$ cat config.mk
export PLATFORM = sky130hd
export DESIGN_NAME = cfg_pulse_bank
export DESIGN_NICKNAME = d
export VERILOG_FILES = /design/src/rtl/cfg_pkg.sv /design/src/rtl/cfg_pulse_chan.sv /design/src/rtl/cfg_pulse_bank.sv
export SDC_FILE = /design/constraint.sdc
export NUM_CORES = 1
export LEC_CHECK = 0
export CAP_MARGIN = 20
export CORE_AREA = 2 2 67 69
export DETAILED_ROUTE_END_ITERATION = 12
export DIE_AREA = 0 0 69 71
export PLACE_DENSITY = 0.77
export SYNTH_ARGS = -nofsm -noshare
export SYNTH_HDL_FRONTEND = slang
export SYNTH_SLANG_ARGS = --single-unit
$ cat constraint.sdc
create_clock -name clk -period 2.4 [get_ports clk]
set_input_delay 0.24 -clock clk [delete_from_list [all_inputs] [get_ports clk]]
set_output_delay 0.24 -clock clk [all_outputs]
set_load 0.02 [all_outputs]
$ cat src/rtl/cfg_pkg.sv
// rtl/cfg_pkg.sv - shared channel state encoding and data_in field offsets for cfg_pulse_bank
package cfg_pkg;

  typedef enum logic {
    CH_IDLE   = 1'b0,
    CH_ACTIVE = 1'b1
  } chan_state_e;

  // data_in layout: bit SET_BIT selects start/retrigger (1) or abort (0),
  // length field starts at LEN_LSB
  localparam int SET_BIT = 0;
  localparam int LEN_LSB = 1;

endpackage

$ cat src/rtl/cfg_pulse_chan.sv
// rtl/cfg_pulse_chan.sv - single pulse channel: IDLE/ACTIVE FSM with saturating down-counter
module cfg_pulse_chan
  import cfg_pkg::*;
#(
  parameter int LEN_WIDTH = 8
) (
  input  logic                 clk,
  input  logic                 rst_n,
  input  logic                 i_hit,
  input  logic                 i_set,
  input  logic [LEN_WIDTH-1:0] i_len,
  output logic                 o_pulse,
  output logic [LEN_WIDTH-1:0] o_count
);

  chan_state_e          r_state;
  chan_state_e          w_state_nxt;
  logic [LEN_WIDTH-1:0] r_count;
  logic [LEN_WIDTH-1:0] w_count_nxt;

  // State and remaining-count registers; reset drops any pulse in flight
  always_ff @(posedge clk or negedge rst_n) begin
    if (!rst_n) begin
      r_state <= CH_IDLE;
      r_count <= '0;
    end else begin
      r_state <= w_state_nxt;
      r_count <= w_count_nxt;
    end
  end

  // Next state: a write wins over the countdown (start/retrigger or abort),
  // otherwise an active channel counts down and retires after its count-0 cycle
  always_comb begin
    w_state_nxt = r_state;
    w_count_nxt = r_count;
    if (i_hit) begin
      if (i_set) begin
        w_state_nxt = CH_ACTIVE;
        w_count_nxt = i_len;
      end else begin
        w_state_nxt = CH_IDLE;
        w_count_nxt = '0;
      end
    end else begin
      case (r_state)
        CH_ACTIVE: begin
          if (r_count == '0) begin
            w_state_nxt = CH_IDLE;
          end else begin
            w_count_nxt = r_count - LEN_WIDTH'(1);
          end
        end
        default: begin
          w_state_nxt = CH_IDLE;
          w_count_nxt = '0;
        end
      endcase
    end
  end

  assign o_pulse = (r_state == CH_ACTIVE);
  assign o_count = r_count;

endmodule

$ cat src/rtl/cfg_pulse_bank.sv
// rtl/cfg_pulse_bank.sv - bank of register-triggered pulse channels; CFG_PULSE_BANK_READBACK_EN adds the read path
module cfg_pulse_bank
  import cfg_pkg::*;
#(
  parameter int NUM_CH         = 4,
  parameter int REG_BASE       = 0,
  parameter int REG_ADDR_WIDTH = 8,
  parameter int LEN_WIDTH      = 8
) (
  input  logic                      clk,
  input  logic                      rst_n,
  input  logic                      write_en,
  input  logic [REG_ADDR_WIDTH-1:0] addr_in,
  input  logic [LEN_WIDTH:0]        data_in,
  input  logic                      rd_en,
  output logic [LEN_WIDTH:0]        rd_data,
  output logic                      rd_valid,
  output logic [NUM_CH-1:0]         pulse_out,
  output logic [NUM_CH-1:0]         busy
);

  localparam int IDX_W = (NUM_CH > 1) ? $clog2(NUM_CH) : 1;
  // One extra bit so REG_BASE+NUM_CH at the top of the address space does not wrap
  localparam logic [REG_ADDR_WIDTH:0] LP_BASE = (REG_ADDR_WIDTH+1)'(REG_BASE);
  localparam logic [REG_ADDR_WIDTH:0] LP_END  = (REG_ADDR_WIDTH+1)'(REG_BASE + NUM_CH);

  logic [REG_ADDR_WIDTH:0]            w_addr_ext;
  logic [REG_ADDR_WIDTH:0]            w_off;
  logic                               w_in_range;
  logic [IDX_W-1:0]                   w_idx;
  logic [NUM_CH-1:0]                  w_hit;
  logic [NUM_CH-1:0]                  w_pulse;
  logic [NUM_CH-1:0][LEN_WIDTH-1:0]   w_count;

  assign w_addr_ext = {1'b0, addr_in};
  assign w_off      = w_addr_ext - LP_BASE;
  assign w_in_range = (w_addr_ext >= LP_BASE) && (w_addr_ext < LP_END);
  assign w_idx      = IDX_W'(w_off);

  // Address decode: at most one channel is hit per cycle
  genvar g;
  generate
    for (g = 0; g < NUM_CH; g++) begin : g_chan
      assign w_hit[g] = write_en && w_in_range && (w_idx == IDX_W'(g));

      cfg_pulse_chan #(
        .LEN_WIDTH (LEN_WIDTH)
      ) u_chan (
        .clk     (clk),
        .rst_n   (rst_n),
        .i_hit   (w_hit[g]),
        .i_set   (data_in[SET_BIT]),
        .i_len   (data_in[LEN_LSB +: LEN_WIDTH]),
        .o_pulse (w_pulse[g]),
        .o_count (w_count[g])
      );
    end
  endgenerate

  assign pulse_out = w_pulse;
  assign busy      = w_pulse;

`ifdef CFG_PULSE_BANK_READBACK_EN
  logic [LEN_WIDTH:0] r_rd_data;
  logic               r_rd_valid;

  // Registered read mux; samples channel state before any same-cycle write lands
  always_ff @(posedge clk or negedge rst_n) begin
    if (!rst_n) begin
      r_rd_data  <= '0;
      r_rd_valid <= 1'b0;
    end else begin
      r_rd_valid <= rd_en;
      if (rd_en && w_in_range) begin
        r_rd_data <= {w_count[w_idx], w_pulse[w_idx]};
      end else begin
        r_rd_data <= '0;
      end
    end
  end

  assign rd_data  = r_rd_data;
  assign rd_valid = r_rd_valid;
`else
  logic w_unused_rd;

  assign w_unused_rd = rd_en ^ (^w_count);
  assign rd_data     = '0;
  assign rd_valid    = 1'b0;
`endif

endmodule

==> flow_summary.yaml <==
yosys:
  synthAdderAreaFrac_pct: 2.41
  synth_cell_types: 36
  synth_compound_area_share_pct: 14.1
  synth.area.top_cells: "dfrtp_1, o22ai_1, buf_4"
  ys_warn_count: 0
  synth_top_area_cell: "dfrtp_1"
  synth_top_family_by_area: "simple AND/OR/NAND/NOR gates"
  synth_mux_area_share_pct: 5.79
  netlist_area_mm2: 0.00208
  synthSimpleGateAreaFrac_pct: 18.8
  yosys.area.top_type_share_pct: 43.4
  syn_avg_cell_area_um2: 9.52
  synthXorXnorAreaFrac_pct: 5.91
  synthCells: 218
  ys_ff_latch: 36
  ys_seq_area_share_pct: 43.4
cts:
  cts-root-buf: "clkbuf_8"
  cts_htree_levels: 2
  clkSlewWorstSetupHoldPaths_ns: 0.07
  cts_resized: 0
  cts_tree: "built"
  clockBufferDepth: 2
  clock_sinks: 36
  cts-hold-fix-buffers: 0
  cts_buffers: 5
  insertion_delay_ns: 0.29
  cts_setup_buffers: 0
floorplan:
  fp.dieW_um: 69
  core_area_mm2: 0.00420
  ios: 39
  die_h_um: 71
  rows: 24
  initial_utilization_pct: 49.4
  die_area_mm2: 0.00490
grt:
  grt_max_degree: 37
  antenna_found_initial: 0
  grt_pass1_vias: 1622
  grt_pass1_wl_mm: 7.52
  grt_overflow: 0
  grtUsageTotal_pct: 19.5
timing:
  final_hold_viol_count: 0
  rsz0062_at_grt: "no"
  tns_ns: 0
  period_share_pct: 88.2
  slew_headroom_pct: 63.5
  period_needed_ns: 2.12
  max_freq_mhz: 472
  drv_slew: 0
  skew_ns: 0.00600
  finalSetupViolCount: 0
  tightest_slew_ns: 0.543
worst_setup_path:
  critPathMaxFanout: 4
  reg2reg_from: "g_chan[3].u_chan.o_count[1]"
  path_class: "flop to flop"
  rr_endpoint: "g_chan[3].u_chan.o_count[1]"
  r2r_setup_slack_ns: 0.28
  crit_arrival_ns: 2.33
  worst_r2r_path_depth: 6
  start_kind: "flop"
  cp-end-kind: "flop"
  required_ns: 2.61
power:
  p_leak_nw: 1.09
  powerDensity_mw_per_mm2: 463
  vdd_ir_drop_max_v: 0.000311
final_layout:
  mostFrequentLayoutCells: "dfrtp_1, o22ai_1, clkdlybuf4s50_1"
  area_growth_pct: 15.6
  fin_cells: 294
  layout_commonest_cell: "dfrtp_1"
  drive_above_1_share_pct: 7.85
  nets: 267
  insertedDiodeCount: 0
placed_design:
  place_inst: 287
  port_buffers: 27
  hpwl_mm: 3.24
  gp_congestion: 0.812
detailed_routing:
  drt_wl_total_mm: 4.51
  drc: 0
  wl_per_cell_um: 15.3
  viasPerCell: 5.72
  first_pass_iters: 4
  ant_nets: 0
  drt_iter0_drc: 68
  vias: 1683
worst_hold_path:
  hold_class: "input pin to async pin"
outcome:
  status: "completed"
flow_run:
  cap_violations: 0
[metal layers]
metal,wire length (µm),track usage [%]
met1,1960,24.3
met2,2330,33.9
met4,51,5.23
met3,157,4.70
met5,0,0
[cell usage after synthesis]
cell type	number
nand3b_1	2
nand4_1	1
xnor2_1	12
or4_1	3
mux2_4	1
nor4_1	5
nor3b_2	1
or4b_4	1
mux2_2	4
nor2b_1	6
or3_1	1
ha_1	4
a311oi_1	1
inv_1	11
xor2_1	2
o22ai_1	30
buf_1	1
dfrtp_1	36
clkbuf_1	4
conb_1	1
o31ai_1	1
buf_4	18
nand3_1	9
o21ai_0	5
nor3_1	4
nor3b_1	2
and4b_1	2
or4_4	1
o41ai_1	1
nor4b_1	2
nor2_1	13
a211oi_1	1
a21oi_1	7
nand2_1	18
mux2i_1	6
o22ai_2	1
[layout make-up]
type	instances	area [µm²]
fill	386	1810
clock inverter	1	5.00
tap	52	65.1
multi-input combinational	157	1010
timing repair buffer	31	300
sequential	36	901
clock buffer	6	72.6
inverter	11	41.3
[per-stage QoR]
stage	setup WS, ns	total power, W	hold WS, ns	instance area [µm²]	utilization [%]
after floorplan	0.398	0.000661	-0.0556	2110	-
after global placement	0.327	0.000702	0.584	2320	55.2
after detailed placement	0.295	0.000703	0.581	2320	55.2
after CTS	0.277	0.00111	0.384	2400	57.1
after global routing	0.174	0.00114	0.427	2400	57.1
final	0.283	0.00111	0.360	2400	57.1
[flip-flops by register name, indices dropped and copies added, names as in the netlist]
| register | flops |
|---|---|
| g_chan.u_chan.o_pulse | 4 |
| g_chan.u_chan.o_count | 32 |
[how the worst max path moves through the flow]
| stage | from | to |
|---|---|---|
| 6_report | g_chan[3].u_chan.o_count[1] | g_chan[3].u_chan.o_count[1] |
| 5_1_grt | g_chan[3].u_chan.o_count[1] | g_chan[3].u_chan.o_pulse |
| 3_3_place_gp | g_chan[3].u_chan.o_count[0] | g_chan[3].u_chan.o_count[1] |
| 4_1_cts | g_chan[3].u_chan.o_count[1] | g_chan[3].u_chan.o_count[1] |
| 2_1_floorplan | g_chan[3].u_chan.o_count[0] | g_chan[3].u_chan.o_count[1] |
| 3_5_place_dp | g_chan[3].u_chan.o_count[1] | g_chan[3].u_chan.o_count[1] |
[kinds of logic (layout without fill, tap and decap cells)]
| group | Yosys count | count (layout) |
|---|---|---|
| XOR/XNOR | 14 | 14 |
| other | 1 | 10 |
| adder cells (fa/ha/maj) | 4 | 4 |
| multiplexers | 11 | 11 |
| flip-flops | 36 | 36 |
| AO/OA/AOI/OAI | 47 | 47 |
| AND/OR/NAND/NOR | 71 | 71 |
| buffers and inverters | 34 | 49 |
[critical path, cell delays in order, from the launching register on]
cell	delay, ns
dfrtp_1	0.39
inv_1	0.08
ha_1	0.20
or4b_4	0.48
or4_4	0.47
mux2_4	0.32
o22ai_2	0.09
[report_power, final]
group	leakage, nW	switching [W]	internal [W]	total, W
Combinational	0.544	0.0000499	0.0000343	0.0000843
Sequential	0.503	0.000000399	0.000607	0.000607
Clock	0.0410	0.000222	0.000198	0.000419
Power figures use the tool's default switching activity.
